### src/rtl/intr_ctrl.sv
// Two-source interrupt controller: edge capture with overrun flags, mask,
// fixed-priority single-level request FSM with a post-return hold-off gap.
module intr_ctrl #(
  parameter int unsigned GAP = 2
) (
  input  logic       clk,
  input  logic       reset,
  input  logic       ev1,
  input  logic       ev2,
  input  logic       mask_we,
  input  logic [1:0] mask_d,
  input  logic       iret,
  input  logic       clr_ovf,
  output logic       s_intr1,
  output logic       s_intr2,
  output logic [7:0] status
);

  // state   | meaning
  // IDLE    | waiting for an unmasked pending source
  // REQ     | one-cycle vector request to the CPU
  // SERVICE | handler running, no nesting, waiting for iret
  // HOLD    | GAP idle cycles after return before arbitrating again
  localparam logic [1:0] ST_IDLE    = 2'd0;
  localparam logic [1:0] ST_REQ     = 2'd1;
  localparam logic [1:0] ST_SERVICE = 2'd2;
  localparam logic [1:0] ST_HOLD    = 2'd3;

  localparam int          GAP_I     = int'(GAP);
  localparam logic [3:0]  HOLD_LOAD = (GAP_I > 0) ? 4'(GAP_I - 1) : 4'd0;

  logic [1:0] state;
  logic [1:0] ev_s;
  logic [1:0] ev_p;
  logic [1:0] pending;
  logic [1:0] mask;
  logic [1:0] isr_id;
  logic [1:0] ovf;
  logic [3:0] hold_cnt;

  logic [1:0] edge_det;
  logic [1:0] pend_clr;
  logic [1:0] req_vec;

  assign edge_det = ev_s & ~ev_p;
  assign pend_clr = (state == ST_REQ) ? isr_id : 2'b00;
  assign req_vec  = pending & ~mask;

  // A fresh edge landing on the clearing edge re-arms pending and is not an overrun.
  always_ff @(posedge clk) begin
    if (reset) begin
      ev_s    <= 2'b00;
      ev_p    <= 2'b00;
      pending <= 2'b00;
      ovf     <= 2'b00;
      mask    <= 2'b11;
    end else begin
      ev_s    <= {ev2, ev1};
      ev_p    <= ev_s;
      pending <= (pending & ~pend_clr) | edge_det;
      ovf     <= (ovf & ~{2{clr_ovf}}) | (edge_det & pending & ~pend_clr);
      if (mask_we) mask <= mask_d;
    end
  end

  always_ff @(posedge clk) begin
    if (reset) begin
      state    <= ST_IDLE;
      isr_id   <= 2'b00;
      hold_cnt <= 4'd0;
    end else begin
      case (state)
        ST_IDLE: begin
          if (req_vec != 2'b00) begin
            state  <= ST_REQ;
            isr_id <= req_vec[0] ? 2'b01 : 2'b10;
          end
        end
        ST_REQ: state <= ST_SERVICE;
        ST_SERVICE: begin
          if (iret) begin
            isr_id <= 2'b00;
            if (GAP_I > 0) begin
              state    <= ST_HOLD;
              hold_cnt <= HOLD_LOAD;
            end else begin
              state <= ST_IDLE;
            end
          end
        end
        ST_HOLD: begin
          if (hold_cnt == 4'd0) state <= ST_IDLE;
          else hold_cnt <= hold_cnt - 4'd1;
        end
        default: state <= ST_IDLE;
      endcase
    end
  end

  assign s_intr1 = (state == ST_REQ) && isr_id[0];
  assign s_intr2 = (state == ST_REQ) && isr_id[1];
  assign status  = {2'b00, ovf[1], ovf[0], isr_id, pending};

endmodule

### config.mk
export PLATFORM = sky130hd
export DESIGN_NAME = intr_ctrl
export DESIGN_NICKNAME = d
export VERILOG_FILES = /design/src/rtl/intr_ctrl.sv
export SDC_FILE = /design/constraint.sdc
export NUM_CORES = 1
export LEC_CHECK = 0
export ABC_AREA = 1
export CAP_MARGIN = 20
export CORE_MARGIN = 4
export CORE_UTILIZATION = 45
export CTS_CLUSTER_DIAMETER = 60
export DETAILED_ROUTE_END_ITERATION = 6
export PLACE_DENSITY = 0.79
export SLEW_MARGIN = 25
export SYNTH_ARGS = -nofsm -noshare
export SYNTH_HDL_FRONTEND = slang
export SYNTH_SLANG_ARGS = --single-unit
export TNS_END_PERCENT = 30
### constraint.sdc
create_clock -name clk -period 1.8 [get_ports clk]
set_input_delay 0.45 -clock clk [delete_from_list [all_inputs] [get_ports clk]]
set_output_delay 0.45 -clock clk [all_outputs]
set_load 0.005 [all_outputs]
### Word-level counts from Yosys, hierarchy flattened

Cells that the tools add are included.
Widths: inputs -> output; s select.

| storage, ports and cells | value |
|---|---|
| output and inout port bits | 10 |
| register bits | 18 |

| operators by class | value |
|---|---|
| eq/ne operators | 7 |
| reductions and logical operators | 10 |
| add/sub/neg operators | 1 |
| bitwise operators | 12 |
| multiplexer cells | 12 |

Operators by type and width:

| operator | count |
|---|---|
| $mux 2 | 7 |
| $and 2x2->2 | 6 |
| $reduce_and 3->1 | 3 |
| $mux 4 | 2 |
| $ne 2x2->1 const B | 4 |
| $not 2->2 | 4 |
| $pmux 2 s4 | 1 |
| $pmux 4 s2 | 1 |
| $reduce_bool 2->1 | 3 |
| $eq 2x2->1 const B | 2 |
| $logic_not 4->1 | 1 |
| $or 2x2->2 | 2 |
| $pmux 2 s2 | 1 |
| $sub 4x1->4 const B | 1 |
| $eq 2x1->1 const B | 1 |
| $logic_and 1x1->1 | 2 |
| $logic_not 2->1 | 1 |

### Longest topological paths before layout

| logic depth | value |
|---|---|
| depth in word-level cells | 5 |
| depth in mapped cells | 9 |
| mapped depth without buffers | 8 |

### Worst setup path before layout

OpenSTA, ideal clock, no wires.

| timing | value |
|---|---|
| path type | register to register |
| start point | reg state[0] |
| end point | reg hold_cnt[0] |
| stages on the path, launching flop included | 10 |
| library setup time | 0.110 ns |
| data arrival time | 1.233 ns |
| required time | 1.690 ns |
| clock period less this slack | 1.344 ns |
| slack | 0.456 ns |
| path buffers | 1 |
| cells stage by stage | dfxtp_1 inv_1 ha_1 inv_2 or2_1 buf_6 nand3_4 nand2_1 nand3_1 inv_1 |

| between the ends | value |
|---|---|
| word-level cells in the longest chain between the ends | 3 |
| elaborated cells between the ends (all ways) | 7 |
| those cells by class | eq/ne: 4; mux: 1; reduce/logical: 2 |

RTL lines:

| item | line | RTL |
|---|---|---|
| from (decl) | 32 | `logic [1:0] state;` |
| from (signal assigned) | 68 | `state <= ST_IDLE;` |
| from (signal assigned) | 75 | `state <= ST_REQ;` |
| from (signal assigned) | 79 | `ST_REQ: state <= ST_SERVICE;` |
| $eq 2x2->1 | 72 | `case (state)` |
| $ne 2x2->1 (no source line) or $reduce_bool 2->1 (tied branches) | - |  |
| $reduce_and 3->1 (no source line) | - |  |
| to (signal assigned) | 93 | `else hold_cnt <= hold_cnt - 4'd1;` |
| to (decl) | 39 | `logic [3:0] hold_cnt;` |

Several ways; a longest one is shown, not always the timed one.
A chain may end at the register's enable or synchronous reset.

### Final worst setup path

| timing | value |
|---|---|
| start point | reg state[1] |
| end point | out s_intr2 |

| between the ends | value |
|---|---|
| word-level cells in the longest chain between the ends | 2 |

RTL lines:

| item | line | RTL |
|---|---|---|
| $eq 2x1->1 | 101 | `assign s_intr2 = (state == ST_REQ) && isr_id[1];` |
| $logic_and 1x1->1 | 101 |  |
| to (decl) | 15 | `output logic s_intr2,` |

No other way between the ends.

==> out/qor.csv <==
metric;value;unit
run_status;complete, no violations;
detail_route.vias_per_cell;4.58;
first_global_vias;786;
core.rowCount;16;
netlist_instances;133;
synth_warnings;0;
ctsRootBufferMaster;clkbuf_4;
criticalPathCategory;register to output port;
clk_transition_reported_paths;0.10;ns
antenna_cells_inserted;0;
yosys_most_used_dff;dfxtp_1;
final_min_period_over_clock_period;0.955;
core-area;1960;um2
data_arrival_time_of_the_critical_path;1.27;ns
crit_path_end_kind;output port;
worstHoldPathType;register to register;
final_max_slew_viol_count;0;
fill_cells;211;
final-hold-violation-count;0;
cap_violations;0;
ioPinCount;19;
cts_buffers;3;
synth_edf_count;0;
numClockSinks;18;
finalSetupTns;0;ns
overflow;0;
port-buffer-count;16;
groute.usage.overall;0.149;
ys_seq_area_frac;0.389;
wl_per_cell;10.2;um
post_synth_num_cell_types;19;
hpwlAfterDp;1420;um
path_max_fanout;4;
dr.pass1.iters;4;
worst_ep_required_time;1.35;ns
syn_avg_cell_area;6.96;um2
dr.first_iter.drc_count;28;
num_vias;820;
critPathMaxStageDelay;0.37;ns
period_minus_slack;1.72;ns
grtUsageMet2;0.237;
critical_path.cell_chain;inv_2 -> ha_2 -> nand2_1 -> inv_1 -> dlygate4sd2_1;
yosys_register_bits;18;
postLayoutCoreUtil;0.586;
final.setup_skew;0.00333;ns
asyncSetResetFlopFracSynth;0;
worst_path_dominant_cell_family;flip-flops;
cts-root-to-sink-buffers;2;
nNetsFinal;168;
die_height;53.4;um
dieArea;2850;um2
crit_buf_inv;3;
die-width;53.4;um
timing.fmax;582;MHz
postCtsHoldBufs;0;
total_leakage_power;0.000606;uW
crit_path_top_delay_cell;dfxtp_2;
effective_utilization_at_floorplan;0.472;
drt-total-wl;1820;um
synthesis.area;926;um2
syn_to_final_growth;24.2;%
start_kind;register;
yosysTopAreaCellShare;0.389;
maximum_number_of_pins_on_one_net_before_global_route_repair;12;
grt.met3_usage;0.0366;
clk-insertion-delay-late;0.29;ns
gr-usage-met1;0.185;
first_pass_grt_wire_length;3110;um
post-synth-top-area-cell;dfxtp_1;
clock_tree_from_tritoncts;yes;
place_congestion;0.810;
final-setup-viol-count;0;
count_leader_synth;inv_1;
global_route.peak_usage_layer;met2;
detail-route-antenna-nets;0;
detail_route.drc_violations;0;
cts_htree_levels;1;
power.ir.vdd_worst;545;uV
pwr_density;1260;nW/um2
post_route_cells_drive_above_1_share;0.0987;
synth.top_cells.by_area;dfxtp_1 (39%), inv_1 (11%), nand2_1 (11%), ha_1 (8.1%), nor2_1 (8.1%);
post_synth_most_frequent_cells;inv_1 (27), nand2_1 (26), nor2_1 (20);
grt_antenna_before_repair;0;
[path summary, 6_finish.rpt]
check,to,depth (start not counted),slack [ns],start
worst max-delay path,s_intr2,5,0.08,state[1]
worst min-delay path,ev_p[1],2,0.43,ev_s[1]
worst max register to register,hold_cnt[2],7,0.21,state[0]
worst min register to register,ev_p[1],2,0.43,ev_s[1]
[area by class of cell]
cell class              count  area [um2]  share of cell area
clock buffers               4        36.3              0.0316
flip-flops and latches     18         362               0.314
inverters                  28         105              0.0914
well taps                  27        33.8              0.0294
multi-input cells          84         437               0.380
repair buffers             18         176               0.153
[logic make-up (layout without fill, tap and decap cells)]
logic type	after synthesis	after routing	synth area share
AO/OA/AOI/OAI	13	13	0.0743
buffers and inverters	32	50	0.146
other	1	2	0.00405
adder cells (fa/ha/maj)	6	6	0.0811
AND/OR/NAND/NOR	63	63	0.305
flip-flops	18	18	0.389
[placed cells by master, fill, tap and decap left out, types with 2 or more instances in the layout]
cell	instances
o21ai_0	3
a21oi_1	9
nor2_1	20
dfxtp_1	17
conb_1	2
buf_4	2
clkbuf_4	3
or2_2	2
nand3_1	6
nand2_1	26
clkdlybuf4s50_1	14
nand4_1	6
inv_2	2
inv_1	26
ha_1	5
[worst reg2reg max path: stages (launching register included)]
cell	delay [ns]
dfxtp_1	0.39
inv_1	0.11
ha_1	0.25
inv_2	0.08
or2_1	0.31
nand3_4	0.15
nor2_1	0.14
nor2_1	0.06
[routing by layer]
layer  routed length (um)  vias up
li1                     -      436
met3                   96        5
met1                  838      358
met5                    0        -
met2                  849       21
met4                   33        0
[power by group]
| group | internal [uW] | switching, uW |
|---|---|---|
| clock network | 123 | 126 |
| logic | 285 | 370 |
| registers | 483 | 61.1 |
| total | 891 | 557 |
[repair_timing]
| action | CTS | global route |
|---|---|---|
| resized for setup | 3 | 2 |
| cloned | 0 | 0 |
| hold endpoints to repair | 0 | 0 |
| endpoints found under the setup margin | 2 | 2 |
| setup buffers | 0 | 1 |
[through the flow]
stage               worst slack, ns  area [um2]  total power [uW]  hold slack [ns]  cells
floorplan                     0.456         930              1010            0.411    134
global placement              0.148        1100              1160            0.417    174
detailed placement           0.0992        1100              1190            0.423    174
CTS                          -0.173        1140              1450            0.438    178
global route               -0.00236        1150              1600            0.460    179
finish                       0.0812        1150              1450            0.433    179
[flip-flops by register name, summed over array words and instances (netlist names)]
name / count
hold_cnt: 4
ev_p: 2
ev_s: 2
isr_id: 2
mask: 2
ovf: 2
pending: 2
state: 2
No activity file was read; power rests on OpenSTA's default activity.
